### src/rtl/sketch_reader.sv
// sketch_reader: snapshots the bottom-k sorter output on frame_end and streams the filled entries,
// smallest signature first, over valid/ready. Define SKETCH_READER_PARITY_EN to add out_parity.
module sketch_reader #(
   parameter int unsigned INDEX_WIDTH     = 10,
   parameter int unsigned NUM_COMPARATORS = 8,
   parameter int unsigned LOG_COMPARATORS = 3
) (
   input  logic                                   clock,
   input  logic                                   reset,
   input  logic                                   frame_start,
   input  logic                                   sample_valid,
   input  logic                                   frame_end,
   input  logic [NUM_COMPARATORS*INDEX_WIDTH-1:0] indices_in,
   output logic                                   out_valid,
   input  logic                                   out_ready,
   output logic [INDEX_WIDTH-1:0]                 out_index,
   output logic [LOG_COMPARATORS-1:0]             out_rank,
   output logic                                   out_last,
   output logic                                   busy,
   output logic                                   frame_done,
   output logic                                   overflow
`ifdef SKETCH_READER_PARITY_EN
   ,
   output logic                                   out_parity
`endif
);

   localparam int unsigned CW = LOG_COMPARATORS + 1;
   localparam logic [CW-1:0] CNT_MAX = CW'(NUM_COMPARATORS);

   typedef enum logic [0:0] {StIdle, StStream} state_t;

   state_t                   state;
   logic [CW-1:0]            sample_cnt;
   logic [CW-1:0]            n;
   logic [INDEX_WIDTH-1:0]   shadow [NUM_COMPARATORS];
   logic [CW-1:0]            next_ptr;
   logic [INDEX_WIDTH-1:0]   nxt_index;
   logic [LOG_COMPARATORS-1:0] nxt_rank;
   logic                     snapshot;

   // Samples fed to the sorter in this frame, saturating at the sketch depth.
   always_ff @(posedge clock or posedge reset) begin
      if (reset) begin
         sample_cnt <= '0;
      end else if (frame_start) begin
         sample_cnt <= sample_valid ? CW'(1) : '0;
      end else if (sample_valid && (sample_cnt != CNT_MAX)) begin
         sample_cnt <= sample_cnt + CW'(1);
      end
   end

   assign snapshot = (state == StIdle) && frame_end;

   // Data-only storage; its content is meaningless until the first snapshot.
   always_ff @(posedge clock) begin
      if (snapshot) begin
         for (int i = 0; i < NUM_COMPARATORS; i++) begin
            shadow[i] <= indices_in[i*INDEX_WIDTH +: INDEX_WIDTH];
         end
      end
   end

   assign next_ptr = {1'b0, out_rank} + CW'(1);

   always_comb begin
      nxt_index = '0;
      nxt_rank  = '0;
      if (state == StIdle) begin
         nxt_index = indices_in[0 +: INDEX_WIDTH];
         nxt_rank  = '0;
      end else begin
         nxt_index = shadow[next_ptr[LOG_COMPARATORS-1:0]];
         nxt_rank  = next_ptr[LOG_COMPARATORS-1:0];
      end
   end

   always_ff @(posedge clock or posedge reset) begin
      if (reset) begin
         state      <= StIdle;
         n          <= '0;
         out_valid  <= 1'b0;
         out_index  <= '0;
         out_rank   <= '0;
         out_last   <= 1'b0;
         busy       <= 1'b0;
         frame_done <= 1'b0;
         overflow   <= 1'b0;
`ifdef SKETCH_READER_PARITY_EN
         out_parity <= 1'b0;
`endif
      end else begin
         frame_done <= 1'b0;
         case (state)
            StIdle: begin
               if (frame_end) begin
                  n <= sample_cnt;
                  if (sample_cnt != '0) begin
                     state     <= StStream;
                     busy      <= 1'b1;
                     out_valid <= 1'b1;
                     out_index <= nxt_index;
                     out_rank  <= nxt_rank;
                     out_last  <= (sample_cnt == CW'(1));
`ifdef SKETCH_READER_PARITY_EN
                     out_parity <= ^{nxt_rank, nxt_index};
`endif
                  end else begin
                     frame_done <= 1'b1;
                  end
               end
            end
            StStream: begin
               if (frame_end) begin
                  overflow <= 1'b1;
               end
               if (out_ready) begin
                  if (out_last) begin
                     state      <= StIdle;
                     busy       <= 1'b0;
                     out_valid  <= 1'b0;
                     out_last   <= 1'b0;
                     frame_done <= 1'b1;
                  end else begin
                     out_index <= nxt_index;
                     out_rank  <= nxt_rank;
                     out_last  <= ((next_ptr + CW'(1)) == n);
`ifdef SKETCH_READER_PARITY_EN
                     out_parity <= ^{nxt_rank, nxt_index};
`endif
                  end
               end
            end
            default: state <= StIdle;
         endcase
      end
   end

endmodule

### config.mk
export PLATFORM = sky130hd
export DESIGN_NAME = sketch_reader
export DESIGN_NICKNAME = d
export VERILOG_FILES = /design/src/rtl/sketch_reader.sv
export SDC_FILE = /design/constraint.sdc
export NUM_CORES = 1
export LEC_CHECK = 0
export ABC_AREA = 1
export CAP_MARGIN = 20
export CORE_MARGIN = 2
export CORE_UTILIZATION = 45
export DETAILED_ROUTE_END_ITERATION = 10
export GPL_TIMING_DRIVEN = 0
export PLACE_DENSITY = 0.73
export SYNTH_ARGS = -nofsm -noshare
export SYNTH_HDL_FRONTEND = slang
export SYNTH_SLANG_ARGS = --single-unit
### constraint.sdc
create_clock -name clock -period 6.5 [get_ports clock]
set_clock_uncertainty 0.05 [all_clocks]
set_input_delay 1.3 -clock clock [delete_from_list [all_inputs] [get_ports clock]]
set_output_delay 1.3 -clock clock [all_outputs]
set_load 0.01 [all_outputs]
### Word level (Yosys, flattened, before mapping)

Memory sizes are Yosys's and may differ from the RTL's.
Cells that the tools add are included.

| cells by class | value |
|---|---|
| add/sub/neg operators | 3 |
| equality and inequality tests | 8 |
| multiplexer cells | 37 |
| bitwise logic cells | 1 |
| reduce and logical (&&, ||, !) cells | 9 |

Operators with widths:

| operator | count |
|---|---|
| 10-bit two-way mux | 5 |
| 10-bit case mux with 2 select lines | 1 |
| 1-bit two-way mux | 19 |
| 3-bit two-way mux | 5 |
| 4-bit by 1-bit adder with 4-bit output (second input constant) | 2 |
| 4-bit two-way mux | 2 |
| 2-bit inequality test (second input constant) | 4 |
| 1-bit case mux with 2 select lines | 4 |
| 4-bit AND reduction | 2 |
| 3-bit case mux with 2 select lines | 1 |
| 3-bit by 1-bit adder with 4-bit output (second input constant) | 1 |
| 4-bit by 1-bit equality test with 1-bit output (second input constant) | 1 |
| 4-bit equality test | 1 |
| 4-bit inequality test (second input constant) | 1 |
| 2-bit AND reduction | 2 |
| 4-bit nonzero test | 1 |
| 3-bit AND reduction | 1 |
| 1-bit logical AND | 2 |
| 2-bit by 1-bit inequality test with 1-bit output (second input constant) | 1 |
| 2-bit nonzero test | 1 |
| 1-bit NOT | 1 |

| storage, ports and cells | value |
|---|---|
| register bits after elaboration | 26 |
| bits in writable memories | 80 |
| word-level logic and storage cells | 68 |
| memories | 1 |

Memories:

| name | depth | bits a word | read ports | clocked after memory_dff | wr ports | line | text |
|---|---|---|---|---|---|---|---|
| shadow | 8 | 10 | 1 | 0 | 8 | 36 | `logic [INDEX_WIDTH-1:0] shadow [NUM_COMPARATORS];` |

### Longest topological paths before layout

| logic depth | value |
|---|---|
| depth in word-level cells | 6 |
| depth in mapped cells | 13 |
| gate-level depth less buffers | 10 |

### Worst setup path after synthesis

No wires, ideal clock.

| timing | value |
|---|---|
| path type | input -> register |
| start | input frame_end |
| end | memory shadow[0][0], enable pin |
| library setup time | 474 ps |
| arrival | 3869 ps |
| setup slack | 2107 ps |
| stages on the path | 3 |
| path buffers | 1 |
| path through | inv_1 -> nor2_2 -> clkbuf_1 |

RTL lines:

| element | line | text |
|---|---|---|
| start: declaration | 12 | `input logic frame_end,` |
| end: declaration | 36 |  |

==> results.py <==
metrics = {
    "run_status": {
        "run_status": "completed",
    },
    "timing": {
        "timing.final.hold_violations": 0,
        "finalSetupViolCount": 0,
        "period_share_pct": 43.69,
        "rsz0062_at_grt": "no",
        "tns_ns": 0,
        "whs_ns": 0.4360,
        "relSlewSlack_pct": 61.23,
        "fmax_mhz": 352.1,
        "drv_slew": 0,
        "period_minus_slack_ns": 2.840,
        "tightest_slew_ns": 0.5815,
    },
    "finish": {
        "stdcell_area_um2": 6063,
        "fill_cells": 845,
        "utilization_pct": 61.47,
        "nets": 659,
        "area_delta_synth_final_pct": 31.51,
        "drive_gt1_share_pct": 7.504,
        "multi_input_area_um2": 1280,
        "regArea_um2": 3053,
        "diodes": 0,
    },
    "grt": {
        "grt.overflow.total": 0,
        "antenna_found_initial": 0,
        "grt_use_total_pct": 19.62,
        "grt_first_pass_wirelength_um": 16990,
        "grt_max_degree": 55,
        "grt_pass1_vias": 3490,
    },
    "clocking": {
        "cts_setup_buffers": 0,
        "clockBufferDepth": 2,
        "numClockSinks": 106,
        "cts_hold_buf": 0,
        "insertion_delay_ns": 0.36,
        "post_cts_resize_count": 0,
        "numCtsBuffers": 9,
        "clkSlewWorstSetupHoldPaths_ns": 0.10,
        "cts_tree": "yes",
        "root_buffer": "clkbuf_8",
        "htreeDepth": 3,
    },
    "routing": {
        "dr_total_vias": 3478,
        "finalWirelength_um": 10540,
        "firstDrtPassIters": 4,
        "ant_nets": 0,
        "vias_per_cell": 4.926,
        "drtIter0Drc": 163,
        "drcViolationCount": 0,
        "wl_per_cell_um": 14.93,
    },
    "floorplan": {
        "core_area_um2": 9864,
        "die_w_um": 105.2,
        "num_rows": 36,
        "ios": 104,
        "die-area_um2": 11070,
        "initial_core_util_pct": 46.74,
        "die_y_um": 105.2,
    },
    "synthesis": {
        "netlist.area_leader.share_pct": 52.10,
        "ys_seq_area_share_pct": 66.21,
        "synth-main-ff-cell": "edfxtp_1",
        "yosysTopAreaCell": "edfxtp_1",
        "ys_warn_count": 0,
        "synth_cell_type_count": 27,
        "netlist_instances": 452,
        "async_reset_ff_share_pct": 24.53,
        "yosysMostFrequentCell": "nand2_1",
        "yosys-top-cells-count": "nand2_1, edfxtp_1, nor2_1",
        "syn_nets": 543,
        "synth_area_um2": 4611,
        "synthTopCellsByArea": "edfxtp_1, dfrtp_1, nand2_1",
        "avgSynthCellArea_um2": 10.20,
        "synth-seq-cells": 106,
        "synth_edf_count": 80,
    },
    "worst_hold_path": {
        "hold_depth": 1,
        "hp-class": "flop to flop",
    },
    "power_and_ir_drop": {
        "totalPowerFinal_w": 0.002344,
        "power.density_nw_per_um2": 386.6,
        "power_leakage_nw": 2.476,
        "ir_worst_vdd_uv": 140.3,
    },
    "worst_setup_path": {
        "critical_path_class": "input port to flop",
        "crit_fanout": 54,
        "reg2regPathDepth": 13,
        "crit_path_end_kind": "flop",
        "arrival_ns": 2.83,
        "worstSetupStartpointType": "input port",
        "critPathRequiredTime_ns": 6.49,
    },
    "place": {
        "gp_congestion": 0.8342,
        "dp_hpwl_um": 7618,
        "dpl_cell_area_um2": 5839,
        "numPortBuffers": 103,
    },
    "flow_run": {
        "cap_viol_max_count": 0,
    },
}
==> where the power goes <==
part           internal [W]  total (W)  switching, W
Clock              0.000166   0.000395      0.000229
Sequential         0.000904   0.000977     0.0000735
Combinational      0.000387   0.000972      0.000585
==> through the flow <==
step / std cells / setup slack, ns
global placement: 688 / 0.7021
detailed placement: 689 / 3.286
CTS: 705 / 3.668
floorplan: 452 / 2.107
global route: 706 / 3.544
finish: 706 / 3.660
==> critical path, cell delays in order <==
cell and delay, ns:
clkdlybuf4s50_1 0.46, inv_1 0.05, nor2_2 0.18, clkbuf_4 0.49, buf_16 0.31
==> layout make-up <==
class / count / area share, %
timing repair buffer: 105 / 17.91
sequential: 106 / 50.35
multi-input combinational: 281 / 21.11
tap: 133 / 2.745
clock buffer: 11 / 2.497
buffer: 18 / 1.733
inverter: 47 / 2.910
clock inverter: 5 / 0.7429
==> flip-flops by register name, indices dropped and copies added (netlist names) <==
register    cells
out_index      10
out_rank        3
busy            1
state           1
out_last        1
frame_done      1
overflow        1
sample_cnt      4
shadow         80
n               4
==> final timing paths <==
check | from | to | slack (ns)
worst max-delay path | frame_end | shadow[2][4] | 3.66
worst min-delay path | overflow | overflow | 0.44
worst min register to register | overflow | overflow | 0.44
max in group asynchronous | reset | out_index[4] | 4.89
min in group asynchronous | reset | sample_cnt[0] | 1.11
worst max register to register | out_rank[0] | out_index[8] | 3.82
==> layout by cell type, fill, tap and decap left out, types with 2 or more instances in the layout <==
cell type | synthesis | routed
dfrtp_1 | 26 | 26
edfxtp_1 | 80 | 80
nand2_1 | 120 | 120
buf_4 | 2 | 2
o211ai_1 | 2 | 2
nor2_1 | 51 | 51
o21ai_1 | 14 | 14
o21ai_0 | 18 | 18
o22ai_1 | 3 | 3
or2_1 | 9 | 9
clkbuf_8 | 0 | 11
buf_6 | 2 | 2
ha_1 | 5 | 5
inv_2 | 5 | 5
nand3_1 | 40 | 40
inv_1 | 42 | 42
clkdlybuf4s50_1 | 0 | 103
clkbuf_1 | 4 | 3
nor2_2 | 5 | 5
a21oi_1 | 7 | 7
buf_2 | 9 | 9
buf_16 | 0 | 2
clkinv_4 | 0 | 2
==> per-layer routing <==
metal / track usage (%) / part of all wire, % / up-vias
met3: 3.216 / 5.4 / 14
li1: - / - / 1719
met4: 6.762 / 1.7 / 0
met2: 33.36 / 49 / 105
met1: 25.53 / 43 / 1640
met5: 0 / 0 / -
==> logic make-up after synthesis <==
group | share of synthesized area, %
AND/OR/NAND/NOR | 20.41
flip-flops | 66.21
buffers and inverters | 6.024
AO/OA/AOI/OAI | 5.808
adder cells (fa/ha/maj) | 1.357
XOR/XNOR | 0.1900
No activity file was read; power rests on OpenSTA's default activity.
